<file path="src/rtl/pong_frame_scheduler_if.sv">
// Signal bundle between the LCD timing generator / button synchroniser and the
// Pong frame scheduler, plus the committed game state seen by the renderer.
interface pong_frame_scheduler_if;
    // timing generator and buttons
    logic       i_data_enable;
    logic [8:0] i_y;
    logic       i_up_l;
    logic       i_dn_l;
    logic       i_up_r;
    logic       i_dn_r;
    // committed game state
    logic [8:0] o_paddle_l_y;
    logic [8:0] o_paddle_r_y;
    logic [8:0] o_ball_x;
    logic [8:0] o_ball_y;
    logic [3:0] o_score_l;
    logic [3:0] o_score_r;
    logic       o_busy;
    logic       o_frame_tick;
    logic       o_game_over;

    // master: timing/button source and state consumer
    modport master (
        output i_data_enable, i_y, i_up_l, i_dn_l, i_up_r, i_dn_r,
        input  o_paddle_l_y, o_paddle_r_y, o_ball_x, o_ball_y,
        input  o_score_l, o_score_r, o_busy, o_frame_tick, o_game_over
    );

    // slave: the scheduler itself
    modport slave (
        input  i_data_enable, i_y, i_up_l, i_dn_l, i_up_r, i_dn_r,
        output o_paddle_l_y, o_paddle_r_y, o_ball_x, o_ball_y,
        output o_score_l, o_score_r, o_busy, o_frame_tick, o_game_over
    );
endinterface

</file>
<file path="src/rtl/pong_frame_scheduler.sv">
// Per-frame Pong game-state update. Detects the end of the active frame from
// the LCD data-enable and row, runs a one-cycle-per-step update sequence on
// working registers, then commits everything to the output registers in one
// edge so the renderer never observes a partially updated frame.
module pong_frame_scheduler #(
    parameter int SCREEN_W     = 480,
    parameter int SCREEN_H     = 272,
    parameter int PADDLE_W     = 8,
    parameter int PADDLE_H     = 48,
    parameter int BALL_SIZE    = 8,
    parameter int LEFT_X       = 16,
    parameter int RIGHT_X      = 456,
    parameter int PADDLE_SPEED = 4,
    parameter int BALL_SPEED   = 2,
    parameter int WIN_SCORE    = 9
) (
    input  logic                   i_clk,
    input  logic                   i_rst,
    pong_frame_scheduler_if.slave  bus
);

    typedef enum logic [2:0] {
        IDLE,
        PADDLES,
        BALL,
        WALL,
        HIT,
        SCORE,
        COMMIT
    } state_t;

    // 10-bit signed working constants so underflow below zero is visible
    localparam logic signed [9:0] ZERO     = '0;
    localparam logic signed [9:0] PAD_SPD  = 10'(PADDLE_SPEED);
    localparam logic signed [9:0] PAD_MAX  = 10'(SCREEN_H - PADDLE_H);
    localparam logic signed [9:0] PAD_HGT  = 10'(PADDLE_H);
    localparam logic signed [9:0] BALL_SPD = 10'(BALL_SPEED);
    localparam logic signed [9:0] BALL_SZ  = 10'(BALL_SIZE);
    localparam logic signed [9:0] Y_MAX    = 10'(SCREEN_H - BALL_SIZE);
    localparam logic signed [9:0] X_MAX    = 10'(SCREEN_W - BALL_SIZE);
    localparam logic signed [9:0] L_FACE   = 10'(LEFT_X + PADDLE_W);
    localparam logic signed [9:0] L_BACK   = 10'(LEFT_X - BALL_SIZE);
    localparam logic signed [9:0] R_FACE   = 10'(RIGHT_X);
    localparam logic signed [9:0] R_STOP   = 10'(RIGHT_X - BALL_SIZE);

    localparam logic [8:0] CENTER_X = 9'((SCREEN_W - BALL_SIZE) / 2);
    localparam logic [8:0] CENTER_Y = 9'((SCREEN_H - BALL_SIZE) / 2);
    localparam logic [8:0] PAD_RST  = 9'((SCREEN_H - PADDLE_H) / 2);
    localparam logic [8:0] ROW_LAST = 9'(SCREEN_H - 1);
    localparam logic [3:0] WIN      = 4'(WIN_SCORE);

    state_t state;
    state_t state_nxt;

    // frame-end detection
    logic       de_q;
    logic       de_qq;
    logic [8:0] y_q;
    logic       frame_end;

    // working registers
    logic [8:0]        pl_w;
    logic [8:0]        pr_w;
    logic [8:0]        bx_w;
    logic [8:0]        by_w;
    logic              dx_w;
    logic              dy_w;
    logic [3:0]        sl_w;
    logic [3:0]        sr_w;
    logic signed [9:0] nx;
    logic signed [9:0] ny;
    logic              hit_w;

    // committed outputs
    logic [8:0] pl_q;
    logic [8:0] pr_q;
    logic [8:0] bx_q;
    logic [8:0] by_q;
    logic [3:0] sl_q;
    logic [3:0] sr_q;
    logic       tick_q;
    logic       go_q;

    // combinational step results
    logic [8:0]        pl_next;
    logic [8:0]        pr_next;
    logic signed [9:0] nx_ball;
    logic signed [9:0] ny_ball;
    logic signed [9:0] pl_s;
    logic signed [9:0] pr_s;
    logic              ovl_l;
    logic              ovl_r;
    logic              hit_l;
    logic              hit_r;
    logic              miss_l;
    logic              miss_r;

    // One paddle move with clamping; done in signed 10-bit so 0-4 clamps instead of wrapping
    function automatic logic [8:0] paddle_step(input logic [8:0] y, input logic up, input logic dn);
        logic signed [9:0] p;
        p = signed'({1'b0, y});
        if (up && !dn) begin
            p = p - PAD_SPD;
        end else if (dn && !up) begin
            p = p + PAD_SPD;
        end
        if (p < ZERO) begin
            p = ZERO;
        end else if (p > PAD_MAX) begin
            p = PAD_MAX;
        end
        return p[8:0];
    endfunction

    // Register DE and row so frame end is a single-cycle pulse on the DE fall at the last row
    always_ff @(posedge i_clk) begin
        if (i_rst) begin
            de_q  <= 1'b0;
            de_qq <= 1'b0;
            y_q   <= '0;
        end else begin
            de_q  <= bus.i_data_enable;
            de_qq <= de_q;
            y_q   <= bus.i_y;
        end
    end

    assign frame_end = de_qq & ~de_q & (y_q == ROW_LAST);

    // State register
    always_ff @(posedge i_clk) begin
        if (i_rst) begin
            state <= IDLE;
        end else begin
            state <= state_nxt;
        end
    end

    // Next-state: fixed one-cycle-per-step walk, started only from IDLE while the game runs
    always_comb begin
        state_nxt = state;
        case (state)
            IDLE:    if (frame_end && !go_q) state_nxt = PADDLES;
            PADDLES: state_nxt = BALL;
            BALL:    state_nxt = WALL;
            WALL:    state_nxt = HIT;
            HIT:     state_nxt = SCORE;
            SCORE:   state_nxt = COMMIT;
            COMMIT:  state_nxt = IDLE;
            default: state_nxt = IDLE;
        endcase
    end

    // Step arithmetic: paddle moves, ball advance, paddle overlap, hit and miss tests
    always_comb begin
        pl_next = paddle_step(pl_w, bus.i_up_l, bus.i_dn_l);
        pr_next = paddle_step(pr_w, bus.i_up_r, bus.i_dn_r);
        nx_ball = dx_w ? signed'({1'b0, bx_w}) + BALL_SPD : signed'({1'b0, bx_w}) - BALL_SPD;
        ny_ball = dy_w ? signed'({1'b0, by_w}) + BALL_SPD : signed'({1'b0, by_w}) - BALL_SPD;
        pl_s    = signed'({1'b0, pl_w});
        pr_s    = signed'({1'b0, pr_w});
        ovl_l   = (ny + BALL_SZ > pl_s) && (ny < pl_s + PAD_HGT);
        ovl_r   = (ny + BALL_SZ > pr_s) && (ny < pr_s + PAD_HGT);
        hit_l   = !dx_w && (nx <= L_FACE) && (nx > L_BACK) && ovl_l;
        hit_r   = dx_w && (nx + BALL_SZ >= R_FACE) && ovl_r;
        miss_l  = !hit_w && (nx <= ZERO);
        miss_r  = !hit_w && (nx >= X_MAX);
    end

    // Working registers: each state updates only its own slice of the game state
    always_ff @(posedge i_clk) begin
        if (i_rst) begin
            pl_w  <= PAD_RST;
            pr_w  <= PAD_RST;
            bx_w  <= CENTER_X;
            by_w  <= CENTER_Y;
            dx_w  <= 1'b1;
            dy_w  <= 1'b1;
            sl_w  <= '0;
            sr_w  <= '0;
            nx    <= '0;
            ny    <= '0;
            hit_w <= 1'b0;
        end else begin
            case (state)
                PADDLES: begin
                    pl_w <= pl_next;
                    pr_w <= pr_next;
                end
                BALL: begin
                    nx <= nx_ball;
                    ny <= ny_ball;
                end
                WALL: begin
                    if (ny <= ZERO) begin
                        ny   <= ZERO;
                        dy_w <= 1'b1;
                    end else if (ny >= Y_MAX) begin
                        ny   <= Y_MAX;
                        dy_w <= 1'b0;
                    end
                end
                HIT: begin
                    hit_w <= hit_l | hit_r;
                    if (hit_l) begin
                        nx   <= L_FACE;
                        dx_w <= 1'b1;
                    end else if (hit_r) begin
                        nx   <= R_STOP;
                        dx_w <= 1'b0;
                    end
                end
                SCORE: begin
                    if (miss_l) begin
                        if (sr_w < WIN) sr_w <= sr_w + 4'd1;
                        bx_w <= CENTER_X;
                        by_w <= CENTER_Y;
                        dx_w <= 1'b0;
                    end else if (miss_r) begin
                        if (sl_w < WIN) sl_w <= sl_w + 4'd1;
                        bx_w <= CENTER_X;
                        by_w <= CENTER_Y;
                        dx_w <= 1'b1;
                    end else begin
                        bx_w <= nx[8:0];
                        by_w <= ny[8:0];
                    end
                end
                default: ;
            endcase
        end
    end

    // Output registers: single commit edge, tick follows it, game over is sticky
    always_ff @(posedge i_clk) begin
        if (i_rst) begin
            pl_q   <= PAD_RST;
            pr_q   <= PAD_RST;
            bx_q   <= CENTER_X;
            by_q   <= CENTER_Y;
            sl_q   <= '0;
            sr_q   <= '0;
            tick_q <= 1'b0;
            go_q   <= 1'b0;
        end else begin
            tick_q <= (state == COMMIT);
            if (state == COMMIT) begin
                pl_q <= pl_w;
                pr_q <= pr_w;
                bx_q <= bx_w;
                by_q <= by_w;
                sl_q <= sl_w;
                sr_q <= sr_w;
                if ((sl_w == WIN) || (sr_w == WIN)) go_q <= 1'b1;
            end
        end
    end

    assign bus.o_paddle_l_y = pl_q;
    assign bus.o_paddle_r_y = pr_q;
    assign bus.o_ball_x     = bx_q;
    assign bus.o_ball_y     = by_q;
    assign bus.o_score_l    = sl_q;
    assign bus.o_score_r    = sr_q;
    assign bus.o_busy       = (state != IDLE);
    assign bus.o_frame_tick = tick_q;
    assign bus.o_game_over  = go_q;

endmodule

</file>
<file path="src/flat_wrapper.sv">
// flat-port wrapper written by rule: the top's interface ports become plain ports
module pong_frame_scheduler_flat 
#(
    parameter int SCREEN_W     = 480,
    parameter int SCREEN_H     = 272,
    parameter int PADDLE_W     = 8,
    parameter int PADDLE_H     = 48,
    parameter int BALL_SIZE    = 8,
    parameter int LEFT_X       = 16,
    parameter int RIGHT_X      = 456,
    parameter int PADDLE_SPEED = 4,
    parameter int BALL_SPEED   = 2,
    parameter int WIN_SCORE    = 9
)
  (i_clk, i_rst, bus_i_data_enable, bus_i_y, bus_i_up_l, bus_i_dn_l, bus_i_up_r, bus_i_dn_r, bus_o_paddle_l_y, bus_o_paddle_r_y, bus_o_ball_x, bus_o_ball_y, bus_o_score_l, bus_o_score_r, bus_o_busy, bus_o_frame_tick, bus_o_game_over);
  pong_frame_scheduler_if bus_i ();
  input  logic i_clk;
  input  logic i_rst;
  input wire logic [$bits(bus_i.i_data_enable)-1:0] bus_i_data_enable;
  input wire logic [$bits(bus_i.i_y)-1:0] bus_i_y;
  input wire logic [$bits(bus_i.i_up_l)-1:0] bus_i_up_l;
  input wire logic [$bits(bus_i.i_dn_l)-1:0] bus_i_dn_l;
  input wire logic [$bits(bus_i.i_up_r)-1:0] bus_i_up_r;
  input wire logic [$bits(bus_i.i_dn_r)-1:0] bus_i_dn_r;
  output wire logic [$bits(bus_i.o_paddle_l_y)-1:0] bus_o_paddle_l_y;
  output wire logic [$bits(bus_i.o_paddle_r_y)-1:0] bus_o_paddle_r_y;
  output wire logic [$bits(bus_i.o_ball_x)-1:0] bus_o_ball_x;
  output wire logic [$bits(bus_i.o_ball_y)-1:0] bus_o_ball_y;
  output wire logic [$bits(bus_i.o_score_l)-1:0] bus_o_score_l;
  output wire logic [$bits(bus_i.o_score_r)-1:0] bus_o_score_r;
  output wire logic [$bits(bus_i.o_busy)-1:0] bus_o_busy;
  output wire logic [$bits(bus_i.o_frame_tick)-1:0] bus_o_frame_tick;
  output wire logic [$bits(bus_i.o_game_over)-1:0] bus_o_game_over;
  assign bus_i.i_data_enable = bus_i_data_enable;
  assign bus_i.i_y = bus_i_y;
  assign bus_i.i_up_l = bus_i_up_l;
  assign bus_i.i_dn_l = bus_i_dn_l;
  assign bus_i.i_up_r = bus_i_up_r;
  assign bus_i.i_dn_r = bus_i_dn_r;
  assign bus_o_paddle_l_y = bus_i.o_paddle_l_y;
  assign bus_o_paddle_r_y = bus_i.o_paddle_r_y;
  assign bus_o_ball_x = bus_i.o_ball_x;
  assign bus_o_ball_y = bus_i.o_ball_y;
  assign bus_o_score_l = bus_i.o_score_l;
  assign bus_o_score_r = bus_i.o_score_r;
  assign bus_o_busy = bus_i.o_busy;
  assign bus_o_frame_tick = bus_i.o_frame_tick;
  assign bus_o_game_over = bus_i.o_game_over;
  pong_frame_scheduler #(.SCREEN_W(SCREEN_W), .SCREEN_H(SCREEN_H), .PADDLE_W(PADDLE_W), .PADDLE_H(PADDLE_H), .BALL_SIZE(BALL_SIZE), .LEFT_X(LEFT_X), .RIGHT_X(RIGHT_X), .PADDLE_SPEED(PADDLE_SPEED), .BALL_SPEED(BALL_SPEED), .WIN_SCORE(WIN_SCORE)) u_core (.i_clk(i_clk), .i_rst(i_rst), .bus(bus_i));
endmodule
</file>
<file path="config.mk">
export PLATFORM = sky130hd
export DESIGN_NAME = pong_frame_scheduler_flat
export DESIGN_NICKNAME = d
export VERILOG_FILES = /design/src/rtl/pong_frame_scheduler_if.sv /design/src/rtl/pong_frame_scheduler.sv /design/src/flat_wrapper.sv
export SDC_FILE = /design/constraint.sdc
export NUM_CORES = 1
export LEC_CHECK = 0
export ABC_AREA = 1
export BUFFER_PORTS_ARGS = -buffer_cell sky130_fd_sc_hd__clkbuf_2
export CORE_MARGIN = 2
export CORE_UTILIZATION = 60
export DETAILED_ROUTE_END_ITERATION = 7
export HOLD_SLACK_MARGIN = 0.02
export PLACE_DENSITY = 0.77
export SKIP_CTS_REPAIR_TIMING = 1
export SYNTH_ARGS = -nofsm -noshare
export SYNTH_HDL_FRONTEND = slang
export SYNTH_SLANG_ARGS = --single-unit
</file>
<file path="constraint.sdc">
create_clock -name i_clk -period 8.1 [get_ports i_clk]
set_clock_uncertainty 0.15 [all_clocks]
set_input_delay 1.215 -clock i_clk [delete_from_list [all_inputs] [get_ports i_clk]]
set_output_delay 1.215 -clock i_clk [all_outputs]
set_load 0.005 [all_outputs]
</file>
==> flow_summary.ini, run 1 <==
[yosys]
synth_edf_count = 0
synth_compound_area_share_pct = 15.6
synth.distinct_cells = 47
synth_top_family_by_area = simple AND/OR/NAND/NOR gates
syn_area_mm2 = 0.00690
synth_flop_cell = dfxtp_1
synthAdderAreaFrac_pct = 11.3
ys_warn_count = 0
synthXorXnorAreaFrac_pct = 2.65
ys_ff_latch = 119
yosys.area_share.simple_pct = 26.8
netlist_instances = 976
synthMuxAreaShare_pct = 0
ys_async_sr_fraction_pct = 0
ys_seq_area_share_pct = 34.5
synth.avg_cell_area_um2 = 7.07

[power]
p_per_area_mw_per_mm2 = 209
p_clk_share_pct = 49.1
pwr-share-comb_pct = 12.1
vdd_drop_max_mv = 0.192
p_sw_share_pct = 27.1
net-switching-power_mw = 0.442
power.internal_mw = 1.19
power_frac_seq_pct = 38.9
power.total_mw = 1.63
p_leak_nw = 3.77

[floorplanning]
ios = 63
dieArea_mm2 = 0.0124
die_y_um = 111
rows = 39
start_util_pct = 60.9
die_x_um = 111
core_region_area_mm2 = 0.0113

[clock_tree]
clock_sink_count = 119
worstSkewPairLatency_ps = 410
clockBufferDepth = 2
cts-root-buf = clkbuf_16
cts.clk_slew.worst_paths_ps = 60
numCtsBuffers = 17
cts_tree = done
htree_num_levels = 4

[cells_and_area]
fin_nets = 1098
fillCellCount = 996
stdcell_area_mm2 = 0.00784
finalNonFillerCells = 1176
drive_gt1_share_pct = 11.6
syn2layout_area_growth_pct = 13.6
multi_input_area_mm2 = 0.00391
regArea_mm2 = 0.00238
antenna_cells = 0

[worst_setup_path]
path_cells = inv_1 -> ha_1 -> or2_2 -> nor3b_1 -> a21oi_1 -> ha_1 -> nand2_1 -> inv_1 -> a21oi_1 -> nand3_1 -> nand2_1 -> nand3_4 -> nand2_4 -> inv_2 -> nand2_4 -> nand3_1 -> nand2_1 -> nor2_1
max_stage_delay_ps = 440
slowest_stage = dfxtp_1
crit_required_ps = 8260
crit_type = flip-flop to flip-flop
crit_fanout = 23
timing.critical_path.from = u_core.pl_w[4]
endpoint_kind = flip-flop
cp_common_cell = nand2_1
reg2reg_from = u_core.pl_w[4]
worstPathArrival_ps = 3380
critPathLaunchType = flip-flop

[global_route]
grt_pass1_wl_mm = 27.7
antenna_found_initial = 0
grt_use_total_pct = 27.4
grt_max_degree = 60
grt.overflow.total = 0
grt_pass1_vias = 5814

[drt]
wl_per_cell_um = 14.2
drtPass1Iterations = 5
via_count = 6440
viasPerCell = 5.48
drt_wl_total_mm = 16.8
postRouteAntennaNets = 0
drc = 0
drtIter0Drc = 415

[sta]
rsz0062_at_grt = false
drv_slew = 0
timing.fmax_ghz = 0.310
tightest_slew_ps = 1190
hold_viol = 0
setup_viol = 0
period_share_pct = 39.8
final.setup.tns_ps = 0
slew_headroom_pct = 20.4
post-route-min-period_ps = 3230

[placement]
gp_congestion = 0.948
io_buffers = 58
place_area_mm2 = 0.00722
dp_hpwl_mm = 11.8
dpl.cell_count = 1145

[worst_hold_path]
worstHoldStart = u_core.de_q
hold_path_class = flip-flop to flip-flop

[run_status]
status = completed

[run]
drv_cap = 0
## routing by layer
metal,vias to the layer above,share of wire [%],GRT usage (%)
met3,23,4.4,6.01
met5,-,0,0
li1,3311,-,-
met4,0,1.9,9.63
met2,149,47,44.1
met1,2957,47,36.5
## state kept, by name (all words and copies together) (netlist names), 7 cells and up
register,cells
u_core.bus.o_ball_y,9
u_core.bx_w,9
u_core.y_q,9
u_core.bus.o_paddle_r_y,7
u_core.ny,10
u_core.nx,10
u_core.pr_w,7
u_core.by_w,9
u_core.bus.o_paddle_l_y,7
u_core.pl_w,7
u_core.bus.o_ball_x,9
## stage by stage
stage                     hold slack (ps)  worst slack, ps  utilization [%]
final                                 296             4870             69.2
after detailed placement              279             4700             63.7
after global placement                267             4740             63.7
after CTS                             295             4880             69.2
after global routing                  332             4630             69.2
after floorplan                       260             5350                -
## final timing paths
path | depth (start not counted) | slack, ps | end
setup / recovery | 18 | 4870 | u_core.nx[2]
hold / removal | 2 | 300 | u_core.de_qq
setup reg to reg | 18 | 4870 | u_core.nx[2]
hold reg to reg | 2 | 300 | u_core.de_qq
## placed cells by master (no fill, tap or decap), drive strengths merged, types with 2 or more instances in the layout
master / n
a211oi: 2
a21o: 5
a21oi: 94
a22oi: 2
a31oi: 2
buf: 2
bufinv: 4
clkbuf: 76
clkinv: 5
conb: 4
dfxtp: 119
fa: 2
ha: 59
inv: 121
nand2: 208
nand3: 66
nand4: 21
nor2: 100
nor3: 16
nor3b: 3
nor4: 4
o211ai: 12
o21a: 2
o21ai: 64
o22ai: 8
o31ai: 2
or2: 3
xnor2: 3
xor2: 17
## worst max-delay path: cells and delay by family (launching register included)
family	cells	cell delay, ps
simple gates	11	1500
fa+ha+maj	2	530
flops	1	440
buf+inv	3	270
compound gates	2	220
## power by group through the flow
stage | registers, mW | clock network [mW] | logic [mW]
4_1_cts | 0.635 | 0.811 | 0.196
6_report | 0.635 | 0.802 | 0.197
5_1_grt | 0.637 | 0.839 | 0.227
3_3_place_gp | 0.647 | 0 | 0.190
2_1_floorplan | 0.637 | 0 | 0.157
3_5_place_dp | 0.647 | 0 | 0.194
## cell families after synthesis
family / after synthesis
xor gates and xnor gates: 20
adders and majority gates: 61
buffers and inverters: 155
and+or+nand+nor: 424
other: 1
DFF: 119
AOI/OAI and AO/OA: 196
## layout make-up
class | count | area share (%)
Tap cell | 143 | 2.28
Clock inverter | 13 | 2.47
Inverter | 118 | 5.65
Multi-Input combinational cell | 705 | 49.8
Sequential cell | 119 | 30.4
Timing Repair Buffer | 60 | 3.89
Clock buffer | 18 | 5.47
## cell usage after synthesis (8+ instances only)
master	count	area [µm²]
nand2_1	206	773
nand4_1	21	131
ha_1	59	738
a21oi_1	92	460
nor2_1	96	360
o21ai_0	61	305
inv_2	11	41.3
inv_1	105	394
nand3_1	64	320
o211ai_1	12	90.1
clkbuf_1	20	75.1
o22ai_1	8	50.1
buf_2	9	45.0
xor2_1	16	140
nor3_1	14	70.1
dfxtp_1	119	2380
(Power assumes the default switching activity.)
==> run 2, diff against run 1 <==
- ABC_AREA: 1 -> 0
- PLACE_DENSITY: 0.77 -> 0.78
- clock period: 8.1 -> 3.36 ns (I/O delays scaled with it)
==> flow_summary.ini, run 2 <==
[run_status]
status = completed

[clock_tree]
worstSkewPairLatency_ps = 540
htree_num_levels = 4
clockBufferDepth = 2
cts-root-buf = clkbuf_8
numCtsBuffers = 17
cts_tree = done
clock_sink_count = 119
cts.clk_slew.worst_paths_ps = 60

[yosys]
synthXorXnorAreaFrac_pct = 4.93
synthMuxAreaShare_pct = 1.43
ys_async_sr_fraction_pct = 0
synth.distinct_cells = 70
synthAdderAreaFrac_pct = 11.8
syn_area_mm2 = 0.00657
synthMostInstantiatedCell = dfxtp_1
synth_area_leader_cell = dfxtp_1
synth_edf_count = 0
yosys.area_share.simple_pct = 20.8
ys_ff_latch = 119
synth_flop_cell = dfxtp_1
ys_warn_count = 0
netlist_top_cells_count = 119 x dfxtp_1, 109 x nand2_1, 66 x nor2_1
netlist_instances = 793
synth_top_family_by_area = simple AND/OR/NAND/NOR gates
synth_compound_area_share_pct = 19.8
yosysTopAreaCellShare_pct = 36.2
synth.avg_cell_area_um2 = 8.29
yosys-top-cells-area = dfxtp_1 36%, ha_1 11%, nand2_1 6.2%, a21oi_1 4.4%, xnor2_1 4.0%
ys_seq_area_share_pct = 36.2

[sta]
tightest_slew_ps = 734
fin_ws_ps = 198
final.setup.tns_ps = 0
hold_viol = 0
setup_viol = 0
period_share_pct = 94.1
drv_slew = 0
post-route-min-period_ps = 3160
timing.fmax_ghz = 0.316
rsz0062_at_grt = false
slew_headroom_pct = 49.8

[global_route]
grt.overflow.total = 0
antenna_found_initial = 0
grt_max_degree = 96
grt_use_total_pct = 30.3
grt_pass1_vias = 5779
grt_pass1_wl_mm = 27.9

[cells_and_area]
layout_commonest_cell = dfxtp_1
fin_util_pct = 70.4
reg_top3 = u_core.nx x10, u_core.ny x10
finalNonFillerCells = 994
multi_input_area_mm2 = 0.00391
syn2layout_area_growth_pct = 15.0
fin_nets = 919
final_cell_mix = 118 x dfxtp_1, 109 x nand2_1, 66 x nor2_1
antenna_cells = 0
regArea_mm2 = 0.00238
drive_gt1_share_pct = 13.9
fillCellCount = 897

[drt]
viasPerCell = 6.15
postRouteAntennaNets = 0
wl_per_cell_um = 17.1
via_count = 6114
drt_wl_total_mm = 17.0
drc = 0
drtIter0Drc = 425
drtPass1Iterations = 5

[worst_hold_path]
hold_path_class = input port to flip-flop

[worst_setup_path]
crit_required_ps = 3640
crit_type = flip-flop to flip-flop
worstPathArrival_ps = 3450
endpoint_kind = flip-flop
critPathLaunchType = flip-flop
crit_fanout = 9

[power]
vdd_drop_max_mv = 0.430
p_per_area_mw_per_mm2 = 429
p_leak_nw = 3.21
power.total_mw = 3.25

[floorplanning]
core_region_area_mm2 = 0.0107
rows = 38
dieArea_mm2 = 0.0118
die_y_um = 109
die_x_um = 109
start_util_pct = 61.2
ios = 63

[placement]
dpl.cell_count = 963
dp_hpwl_mm = 12.2
io_buffers = 58
dp_slack_ps = 134
gp_congestion = 0.945

[run]
drv_cap = 0
## run 2: cell count changes after synthesis, moves of 19 or more
cell / change
xnor2_1: +27
a21oi_1: -34
nand2_1: -97
nor2_1: -30
a22oi_1: +19
inv_1: -72
nand3_1: -41
o21ai_0: -48
## run 2: power breakdown
part	total [mW]	internal, mW	switching (mW)
Combinational	0.148	0.0623	0.0853
Sequential	1.44	1.42	0.0119
Clock	1.66	1.01	0.651
## run 2: metal layers
| metal | vias up | GRT usage [%] | routed length (µm) |
|---|---|---|---|
| li1 | 2941 | - | - |
| met1 | 2906 | 38.0 | 7330 |
| met2 | 212 | 50.2 | 8240 |
| met3 | 55 | 5.98 | 929 |
| met4 | 0 | 14.2 | 515 |
| met5 | - | 0 | 0 |
## run 2: logic make-up after synthesis
kind of cell               Yosys count
DFF                                119
muxes                                8
xor gates and xnor gates            37
other                                1
and+or+nand+nor                    291
AOI/OAI and AO/OA                  195
buffers and inverters               81
adders and majority gates           61
## run 2: worst paths after layout
kind / startpoint / end / slack, ps / cells past startpoint
setup / recovery: u_core.ny[4] / u_core.nx[8] / 200 / 11
hold / removal: bus_i_y[6] / u_core.y_q[6] / 20 / 2
setup reg to reg: u_core.ny[4] / u_core.nx[8] / 200 / 11
hold reg to reg: u_core.bus.o_ball_y[0] / u_core.bus.o_ball_y[0] / 300 / 2
## run 2: area by class of cell
cell class | count | area share [%]
sequential | 119 | 31.5
tap | 140 | 2.32
timing repair buffer | 72 | 5.40
multi-input combinational | 596 | 51.7
clock inverter | 11 | 1.36
inverter | 36 | 1.79
clock buffer | 20 | 5.89
## run 2: worst max-delay path, stage by stage, from the launching register on
cell     delay, ps
dfxtp_1        490
ha_1           240
nand3_1        170
xnor2_2        210
ha_1           300
nand3_1        100
nor4_1         240
nor4_1          90
and3_1         150
and3_1         280
o31a_1         390
o221a_1        250
## run 2: metrics by stage
stage | instance area (µm²) | hold WS (ps)
final | 7560 | 15.8
after global routing | 7560 | 24.6
after CTS | 7530 | 7.97
after detailed placement | 6980 | 300
after global placement | 6980 | 293
after floorplan | 6590 | 289
==> run 3, diff against run 2 <==
- clock period: 3.36 -> 3.97 ns (I/O delays scaled with it)
==> flow_summary.ini, run 3 (same netlist as run 2, synthesis figures left out) <==
[sta]
tightest_slew_ps = 1100
final.setup.tns_ps = 0
drv_slew = 0
period_share_pct = 84.7
timing.fmax_ghz = 0.297
post-route-min-period_ps = 3360
hold_viol = 0
whs_ps = 119
slew_headroom_pct = 26.7
rsz0062_at_grt = false
setup_viol = 0

[power]
p_per_area_mw_per_mm2 = 384
p_leak_nw = 3.21
power.total_mw = 2.90
vdd_drop_max_mv = 0.329

[clock_tree]
clock_sink_count = 119
htree_num_levels = 4
worstSkewPairLatency_ps = 530
cts-root-buf = clkbuf_8
cts_tree = done
clockBufferDepth = 2
numCtsBuffers = 17
cts.clk_slew.worst_paths_ps = 60

[global_route]
grt_pass1_wl_mm = 27.8
grt.overflow.total = 0
grt_pass1_vias = 5851
grt_max_degree = 73
antenna_found_initial = 0
grt_use_total_pct = 30.3

[drt]
via_count = 6022
drtPass1Iterations = 5
drc = 0
wl_per_cell_um = 17.3
drt_wl_total_mm = 17.1
viasPerCell = 6.08
postRouteAntennaNets = 0
drtIter0Drc = 505

[worst_hold_path]
hold_path_class = input port to flip-flop
hold_path_depth = 2

[worst_setup_path]
crit_required_ps = 4280
worstPathArrival_ps = 3670
crit_fanout = 9
crit_type = flip-flop to flip-flop
critPathLaunchType = flip-flop
endpoint_kind = flip-flop
r2r_cells = 11

[cells_and_area]
syn2layout_area_growth_pct = 14.6
layout_commonest_cell = dfxtp_1
drive_gt1_share_pct = 12.7
fin_nets = 914
antenna_cells = 0
final_cell_mix = 119 x dfxtp_1, 109 x nand2_1, 66 x nor2_1
reg_top3 = u_core.nx x10, u_core.ny x10

[floorplanning]
start_util_pct = 61.2
rows = 38
die_y_um = 109
ios = 63
core_region_area_mm2 = 0.0107
die_x_um = 109
dieArea_mm2 = 0.0118

[placement]
dp_hpwl_mm = 12.0
gp_congestion = 0.933
io_buffers = 58

[run_status]
status = completed

[run]
drv_cap = 0
[run 3: where the power goes]
group | switching (mW) | leakage [nW] | internal [mW]
combinational | 0.0719 | 1.95 | 0.0504
clock | 0.535 | 0.292 | 1.02
sequential | 0.0106 | 0.962 | 1.21
total | 0.617 | 3.21 | 2.28
[run 3: path summary, 6_finish.rpt]
| check | start | slack (ps) | to |
|---|---|---|---|
| worst min-delay path | bus_i_y[1] | 120 | u_core.y_q[1] |
| worst max register to register | u_core.ny[3] | 610 | u_core.nx[3] |
| worst min register to register | u_core.bus.o_paddle_r_y[3] | 300 | u_core.bus.o_paddle_r_y[3] |
| worst max-delay path | u_core.ny[3] | 610 | u_core.nx[3] |
[run 3: layout make-up]
type | count | area, µm²
clock buffer | 25 | 484
inverter | 36 | 135
tap | 140 | 175
multi-input combinational | 596 | 3880
clock inverter | 7 | 116
fill | 906 | 3210
sequential | 119 | 2380
timing repair buffer | 67 | 358
[run 3: per-stage QoR]
stage	instance area, µm²	util, %	worst slack, ps	cells
after floorplan	6590	-	1100	796
after global placement	6930	64.5	868	958
after detailed placement	6930	64.5	735	958
after CTS	7530	70.1	625	990
after global routing	7530	70.1	354	990
final	7530	70.1	608	990
[run 3: critical path, stage by stage, from the launching register on]
cell	delay, ps
dfxtp_1	500
ha_1	240
nand3_1	150
xnor2_1	280
ha_1	310
o211ai_1	130
a21oi_1	70
a2111oi_0	430
nor4_1	120
buf_4	180
o31ai_2	490
mux2i_1	240
[run 3: routing by layer]
layer	GRT usage (%)	share of wire, %	vias to the layer above
met5	0	0	-
met4	12.6	2.8	0
met3	7.83	6.7	49
met2	50.9	48	203
met1	36.8	42	2843
li1	-	-	2927
